## config.mk

```make
export PLATFORM = sky130hd
export DESIGN_NAME = stream_rr_arbiter
export DESIGN_NICKNAME = d
export VERILOG_FILES = /design/src/rtl/stream_rr_arbiter.sv
export SDC_FILE = /design/constraint.sdc
export NUM_CORES = 1
export LEC_CHECK = 0
export CORE_UTILIZATION = 55
export DETAILED_ROUTE_END_ITERATION = 8
export DONT_BUFFER_PORTS = 1
export PLACE_DENSITY = 0.72
export SETUP_SLACK_MARGIN = 0.15
export SYNTH_ARGS = -nofsm -noshare
export SYNTH_HDL_FRONTEND = slang
export SYNTH_SLANG_ARGS = --single-unit
```

## constraint.sdc

```tcl
create_clock -name clk -period 3.4 [get_ports clk]
set_input_delay 0.17 -clock clk [delete_from_list [all_inputs] [get_ports clk]]
set_output_delay 0.17 -clock clk [all_outputs]
set_load 0.05 [all_outputs]
```

## src/rtl/stream_rr_arbiter.sv

```systemverilog
// Packet-locked round-robin arbiter feeding one registered valid/ready stage.
// A grant is held from the first beat of a packet until its last beat is taken.
module stream_rr_arbiter #(
    parameter int NUM_REQ    = 4,
    parameter int DATA_WIDTH = 32,
    localparam int ID_WIDTH  = (NUM_REQ > 1) ? $clog2(NUM_REQ) : 1
) (
    input  logic                          clk,
    input  logic                          rst,
    input  logic [NUM_REQ-1:0]            in_valid,
    output logic [NUM_REQ-1:0]            in_ready,
    input  logic [NUM_REQ*DATA_WIDTH-1:0] in_data,
    input  logic [NUM_REQ-1:0]            in_last,
    output logic                          out_valid,
    input  logic                          out_ready,
    output logic [DATA_WIDTH-1:0]         out_data,
    output logic                          out_last,
    output logic [ID_WIDTH-1:0]           out_id
);

    localparam int IW1 = ID_WIDTH + 1;

    typedef enum logic {IDLE, LOCKED} state_t;

    state_t                state, state_nx;
    logic [ID_WIDTH-1:0]   rr_ptr, rr_nx;
    logic [ID_WIDTH-1:0]   grant, grant_nx;
    logic [ID_WIDTH-1:0]   win_id, sel_id;
    logic                  win_found;
    logic                  sel_valid, sel_last;
    logic [DATA_WIDTH-1:0] sel_data;
    logic                  stage_ready, accept;

    function automatic logic [IW1-1:0] wrap_add(
        input logic [ID_WIDTH-1:0] p,
        input int                  k
    );
        logic [IW1-1:0] s;
        s = {1'b0, p} + IW1'(k);
        if (s >= IW1'(NUM_REQ))
            s = s - IW1'(NUM_REQ);
        return s;
    endfunction

    function automatic logic [ID_WIDTH-1:0] next_id(
        input logic [ID_WIDTH-1:0] p
    );
        return (p == ID_WIDTH'(NUM_REQ - 1)) ? '0 : p + 1'b1;
    endfunction

    assign stage_ready = !out_valid || out_ready;

    // Descending scan: the lowest offset from rr_ptr is written last and wins.
    always_comb begin
        win_found = 1'b0;
        win_id    = '0;
        for (int k = NUM_REQ - 1; k >= 0; k--) begin
            for (int i = 0; i < NUM_REQ; i++) begin
                if (in_valid[i] && (IW1'(i) == wrap_add(rr_ptr, k))) begin
                    win_found = 1'b1;
                    win_id    = ID_WIDTH'(i);
                end
            end
        end
    end

    always_comb begin
        sel_id    = (state == LOCKED) ? grant : win_id;
        sel_valid = 1'b0;
        sel_last  = 1'b0;
        sel_data  = '0;
        in_ready  = '0;
        for (int i = 0; i < NUM_REQ; i++) begin
            if (ID_WIDTH'(i) == sel_id) begin
                sel_valid   = in_valid[i];
                sel_last    = in_last[i];
                sel_data    = in_data[i*DATA_WIDTH +: DATA_WIDTH];
                in_ready[i] = !rst && stage_ready
                              && ((state == LOCKED) || win_found);
            end
        end
    end

    assign accept = !rst && sel_valid && stage_ready;

    always_comb begin
        state_nx = state;
        rr_nx    = rr_ptr;
        grant_nx = grant;
        if (accept) begin
            if (sel_last) begin
                state_nx = IDLE;
                rr_nx    = next_id(sel_id);
            end else begin
                state_nx = LOCKED;
                grant_nx = sel_id;
            end
        end
    end

    always_ff @(posedge clk or posedge rst) begin
        if (rst) begin
            state  <= IDLE;
            rr_ptr <= '0;
            grant  <= '0;
        end else begin
            state  <= state_nx;
            rr_ptr <= rr_nx;
            grant  <= grant_nx;
        end
    end

    // A new beat overwrites a draining one, so there is no bubble.
    always_ff @(posedge clk or posedge rst) begin
        if (rst) begin
            out_valid <= 1'b0;
            out_data  <= '0;
            out_last  <= 1'b0;
            out_id    <= '0;
        end else if (accept) begin
            out_valid <= 1'b1;
            out_data  <= sel_data;
            out_last  <= sel_last;
            out_id    <= sel_id;
        end else if (out_ready) begin
            out_valid <= 1'b0;
        end
    end

endmodule

```

# Word-level counts from Yosys, hierarchy flattened
# Index checks and enable logic that the tools add are counted.
dict set report word_totals {
  elab_cells 124
  out_inout_bits 40
  ff_bits 41
  input_bits 139
}
dict set report classes {
  reduce_logical 32
  order_cmp 4
  bitwise_logic 1
  mux 56
  eq_ne 16
  n_addsub 8
}
# cell count
set ops {}
lappend ops {{32-bit two-way mux} 4}
lappend ops {{1-bit two-way mux} 32}
lappend ops {{2-bit two-way mux} 16}
lappend ops {{2-bit by 3-bit equality test with 1-bit output, first input constant} 8}
lappend ops {{1-bit logical AND} 20}
lappend ops {{1-bit by 3-bit equality test with 1-bit output, first input constant} 4}
lappend ops {{3-bit zero test} 4}
lappend ops {{3-bit two-way mux} 4}
lappend ops {{3-bit >= comparator, second input constant} 3}
lappend ops {{3-bit subtractor, second input constant} 3}
lappend ops {{2-bit by 2-bit adder with 3-bit output, second input constant} 2}
lappend ops {{2-bit equality test, first input constant} 2}
lappend ops {{2-bit AND reduction} 2}
lappend ops {{2-bit by 1-bit adder with 3-bit output, second input constant} 1}
lappend ops {{2-bit by 3-bit >= comparator with 1-bit output, second input constant} 1}
lappend ops {{2-bit by 3-bit subtractor with 3-bit output, second input constant} 1}
lappend ops {{2-bit by 1-bit adder with 2-bit output, second input constant} 1}
lappend ops {{1-bit by 2-bit equality test with 1-bit output, first input constant} 1}
lappend ops {{2-bit equality test, second input constant} 1}
lappend ops {{1-bit zero test} 2}
lappend ops {{2-bit zero test} 1}
lappend ops {{1-bit logical OR} 2}
lappend ops {{2-bit nonzero test} 1}
lappend ops {{1-bit NOT} 1}

# Logic depth before layout (Yosys ltp)
dict set report depth {
  ltp_word 29
  mapped_depth 16
  mapped_depth_nobuf 11
}

# Least setup slack after synthesis
# OpenSTA, ideal clock, no wires.
dict set report synth_timing {
  path_type {flip-flop to flip-flop}
  startpoint {register rr_ptr[1]}
  endpoint {register grant[0]}
  synth_period_minus_slack_ps 3016
  setup_ps 125
  path_buffers 3
  path_slack_ps 384
  arrival_time_ps 2891
  path_stages_with_launch 15
  path_cell_list {dfrtp_1 > clkbuf_1 > and2_1 > o21ai_0 > a21oi_1 > o31ai_1 > inv_1 > ha_1 > nor2b_1 > buf_2 > a221o_1 > a32o_1 > buf_6 > nand2_1 > mux2_2}
}
# item line
set synth_lines {}
lappend synth_lines {{start, declared} 26} ;# logic [ID_WIDTH-1:0] rr_ptr, rr_nx;
lappend synth_lines {{start signal, assigned} 108} ;# rr_ptr <= rr_nx;
lappend synth_lines {{2-bit by 2-bit adder with 3-bit output} 39} ;# s = {1'b0, p} + IW1'(k);
lappend synth_lines {{3-bit subtractor or 3-bit >= comparator (tied branches)} {41, 40}}
lappend synth_lines {{3-bit two-way mux} 40} ;# if (s >= IW1'(NUM_REQ))
lappend synth_lines {{2-bit by 3-bit equality test with 1-bit output} 59} ;# if (in_valid[i] && (IW1'(i) == wrap_add(rr_ptr, k))) begin
lappend synth_lines {{1-bit logical AND} 59}
lappend synth_lines {{2-bit two-way mux (13 in series)} 59}
lappend synth_lines {{2-bit two-way mux (*)} 59}
lappend synth_lines {{2-bit two-way mux (*)} 68} ;# sel_id = (state == LOCKED) ? grant : win_id;
lappend synth_lines {{net sel_id[1]} 28} ;# logic [ID_WIDTH-1:0] win_id, sel_id;
lappend synth_lines {{2-bit zero test} 74} ;# if (ID_WIDTH'(i) == sel_id) begin
lappend synth_lines {{1-bit two-way mux (4 in series)} 74}
lappend synth_lines {{1-bit logical AND (2 in series)} 84} ;# assign accept = !rst && sel_valid && stage_ready;
lappend synth_lines {{2-bit AND reduction (no source line) (*)} n/a}
lappend synth_lines {{end signal, assigned} 109} ;# grant <= grant_nx;
lappend synth_lines {{end, declared} 27} ;# logic [ID_WIDTH-1:0] grant, grant_nx;
# Mark *: on every way through the listed nets, which the timed path passes. The rest lies on a longest branch.
# A chain may end at the register's enable or synchronous reset.

# Final worst setup path
dict set report layout_timing {
  startpoint {register rr_ptr[1]}
  endpoint {register rr_ptr[1]}
}
dict set report layout_between {
  elab_chain_len 29
}
# item line
set layout_rtl {}
lappend layout_rtl {{2-bit by 2-bit adder with 3-bit output} 39}
lappend layout_rtl {{3-bit subtractor or 3-bit >= comparator (tied branches)} {41, 40}}
lappend layout_rtl {{3-bit two-way mux} 40}
lappend layout_rtl {{1-bit by 3-bit equality test with 1-bit output} 59}
lappend layout_rtl {{1-bit logical AND} 59}
lappend layout_rtl {{1-bit two-way mux} 59}
lappend layout_rtl {{2-bit two-way mux (13 in series)} 59}
lappend layout_rtl {{2-bit two-way mux (*)} 59}
lappend layout_rtl {{2-bit two-way mux (*)} 68}
lappend layout_rtl {{net sel_id[0]} 28}
lappend layout_rtl {{2-bit zero test} 74}
lappend layout_rtl {{1-bit two-way mux (4 in series)} 74}
lappend layout_rtl {{1-bit logical AND (2 in series)} 84}
lappend layout_rtl {{2-bit AND reduction (no source line)} n/a}
# Marks and branches as above.

==> results.sh <==
export IMPL_endpoint="rr_ptr[1]"
export IMPL_slew_headroom_pct=42.71
export IMPL_r2r_start="rr_ptr[1]"
export IMPL_finClkSkew_ps=3.747
export IMPL_async_flop_share_pct=100.0
export IMPL_dpl_cell_area_um2=2708
export IMPL_yosys_warnings=0
export IMPL_pre_cts_slack_ps=201.4
export IMPL_grt_antenna_before_repair=0
export IMPL_pwr_share_seq_pct=39.7
export IMPL_worstSetupStartpoint="rr_ptr[1]"
export IMPL_setup_tns_ps=0
export IMPL_place_port_buffers=0
export IMPL_status="completed"
export IMPL_vias=2439
export IMPL_fin_crit_sh_pct=88.65
export IMPL_critPathRequiredTime_ps=3580
export IMPL_cts_made_buffers=5
export IMPL_drt_iter0_drc=138
export IMPL_grt_start_max_net_pins=55
export IMPL_cts_root_buf="clkbuf_8"
export IMPL_final_util_pct=60.69
export IMPL_cp_num_cells=11
export IMPL_dr_pass1_iters=4
export IMPL_die_w_um=71.91
export IMPL_fmax_ghz=0.3318
export IMPL_gp_congestion=0.8403
export IMPL_rsz0062_at_grt="false"
export IMPL_synth_top_cell_area_share_pct=38.18
export IMPL_cp_num_buf_inv=1
export IMPL_clk_insertion_delay_late_ps=290
export IMPL_dieArea_um2=5170
export IMPL_cp_arrival_ps=3200
export IMPL_design_area_um2=2867
export IMPL_slowest_stage="dfrtp_1"
export IMPL_yosysSeqAreaShare_pct=38.18
export IMPL_r2r_cells=11
export IMPL_drc_errors=0
export IMPL_worstPathCellList="nor2_1, a221oi_1, o21ai_0, o221ai_2, inv_2, ha_1, nor2b_4, a221o_1, a22oi_1, nand2b_1, mux2_2"
export IMPL_synth_edf_count=0
export IMPL_overflow=0
export IMPL_finalSetupViolations=0
export IMPL_setup_worst_path_class="register to register"
export IMPL_detail_route_wl_per_cell_um=17.76
export IMPL_cellInternalPower_w=0.001930
export IMPL_cts_tree="done"
export IMPL_wl_um=6872
export IMPL_htreeDepth=2
export IMPL_hold_class="input pin to register"
export IMPL_ys_top_cells_by_area="dfrtp_1 (38%), a21oi_1 (13%), a221oi_1 (10%)"
export IMPL_r2r_end="rr_ptr[1]"
export IMPL_area_growth_pct=6.657
export IMPL_p_switching_w=0.002377
export IMPL_maxCapViolCount=0
export IMPL_hpwlAfterDp_um=5022
export IMPL_grt_pass1_vias=2214
export IMPL_synthFlopType="dfrtp_1"
export IMPL_gr_usage_all_layers_pct=25.92
export IMPL_finalWorstPathRequiredPeriod_ps=3014
export IMPL_cts_path_max_buffers=2
export IMPL_worst_slack_ps=386.0
export IMPL_crit_path_start_kind="register"
export IMPL_grt_first_pass_wirelength_um=10260
export IMPL_worst_pin_slew_ps=858.1
export IMPL_p_clk_share_pct=10.7
export IMPL_syn_cell_area_um2=2688
export IMPL_syn_inst=333
export IMPL_synth_seq_cells=41
export IMPL_drive_gt1_share_pct=9.375
export IMPL_swShare_pct=55.19
export IMPL_syn_area_per_cell_um2=8.071
export IMPL_comb_power_share_pct=49.6
export IMPL_nets=462
export IMPL_cpPeakStageDelay_ps=470
export IMPL_initial_utilization_pct=56.90
export IMPL_core_area_um2=4723
export IMPL_rrSetupSlack_ps=390
export IMPL_post_cts_buffers=0
export IMPL_yosys_area_top_type="dfrtp_1"
export IMPL_hold_viol_final=0
export IMPL_leakage_nw=1.110
export IMPL_clkTransAtPathRegs_ps=80
export IMPL_ys_types=32
export IMPL_io_pins=179
export IMPL_ir_drop_v=0.0006137
export IMPL_viasPerCell=6.302
export IMPL_path_delay_family="compound AO/OA/AOI/OAI gates"
export IMPL_cp_max_fo=18
export IMPL_synthesis_nets=476
export IMPL_row_count=25
export IMPL_powerDensity_nw_per_um2=1502
export IMPL_ant_nets=0
export IMPL_cp_end_kind="register"
export IMPL_clock_sinks=41
export IMPL_insertedDiodeCount=0
export IMPL_slew_viol_final=0
export IMPL_worstHoldStart="in_data[98]"
export IMPL_die_h_um=71.91
## power by group through the flow
| stage | registers [W] | clock network, W | logic, W |
|---|---|---|---|
| after CTS | 0.00171 | 0.000469 | 0.00211 |
| final | 0.00171 | 0.000462 | 0.00213 |
| after floorplan | 0.00164 | 0 | 0.00182 |
| after global routing | 0.00174 | 0.000490 | 0.00241 |
| after detailed placement | 0.00172 | 0 | 0.00211 |
| after global placement | 0.00172 | 0 | 0.00205 |
## layout by cell type, fill, tap and decap left out, types with 4 or more instances in the layout
| master | instances |
|---|---|
| a21oi_1 | 70 |
| a221oi_1 | 32 |
| and2_1 | 5 |
| buf_4 | 10 |
| clkbuf_8 | 5 |
| dfrtp_1 | 41 |
| inv_1 | 8 |
| mux2_2 | 4 |
| nand2_1 | 4 |
| nor2_1 | 37 |
| nor2b_1 | 33 |
| nor3_1 | 33 |
| o21ai_0 | 8 |
## cell usage after synthesis (3+ instances only)
cell type   n
o21ai_0     8
nand2_1     4
dfrtp_1    41
nor2b_1    34
inv_1       9
nor2_1     37
clkbuf_1   25
buf_6       3
and2_1      5
mux2_2      4
ha_1        4
a21oi_1    70
nor3_1     33
buf_2       4
a221oi_1   32
## what timing repair did
| action | 4_1_cts | 5_1_grt |
|---|---|---|
| hold buffers | 1 | 0 |
| endpoints found under the hold margin | 41 | 0 |
| endpoints found under the setup margin | 0 | 40 |
| gates resized for setup | 0 | 3 |
## layer usage
| layer | share of wire, % | track usage (%) |
|---|---|---|
| met1 | 40 | 30.69 |
| met2 | 48 | 44.65 |
| met3 | 10 | 8.056 |
| met4 | 2.0 | 9.150 |
| met5 | 0 | 0 |
## worst register-to-register path: stages, from the launching register on
cell and delay [ps]:
dfrtp_1 470, nor2_1 90, a221oi_1 260, o21ai_0 150
o221ai_2 320, inv_2 100, ha_1 230, nor2b_4 200
a221o_1 310, a22oi_1 230, nand2b_1 200, mux2_2 340
## area by class of cell
class	count	area (um2)
Fill cell	433	1857
Clock buffer	5	68.82
Timing Repair Buffer	12	96.34
Inverter	10	37.54
Sequential cell	41	1026
Clock inverter	3	65.06
Tap cell	67	83.83
Multi-Input combinational cell	249	1489
## logic make-up after synthesis
kind of cell,after synthesis,synth area share [%]
AOI/OAI and AO/OA,123,28.86
adders and majority gates,4,1.862
buffers and inverters,43,7.169
DFF,41,38.17
muxes,5,2.048
and+or+nand+nor,117,21.88
## worst min-delay path by stage
stage	endpoint	cells after the start	slack, ps
floorplan	out_data[10]	2	380
CTS	out_data[2]	2	80
detailed placement	out_data[3]	1	280
global route	out_data[14]	2	80
finish	out_data[2]	2	80
global placement	out_valid	1	270
## per-stage QoR
step / hold WS, ps / std cells / total power (W)
2_1_floorplan: 377.5 / 333 / 0.003454
3_3_place_gp: 268.6 / 378 / 0.003768
3_5_place_dp: 276.6 / 378 / 0.003827
4_1_cts: 78.96 / 387 / 0.004289
5_1_grt: 84.54 / 387 / 0.004641
6_report: 82.29 / 387 / 0.004307
## state kept, by name (all words and copies together), names as in the netlist
signal	flops
out_data	32
grant	2
out_id	2
rr_ptr	2
out_last	1
out_valid	1
state	1
Power figures use the tool's default switching activity.
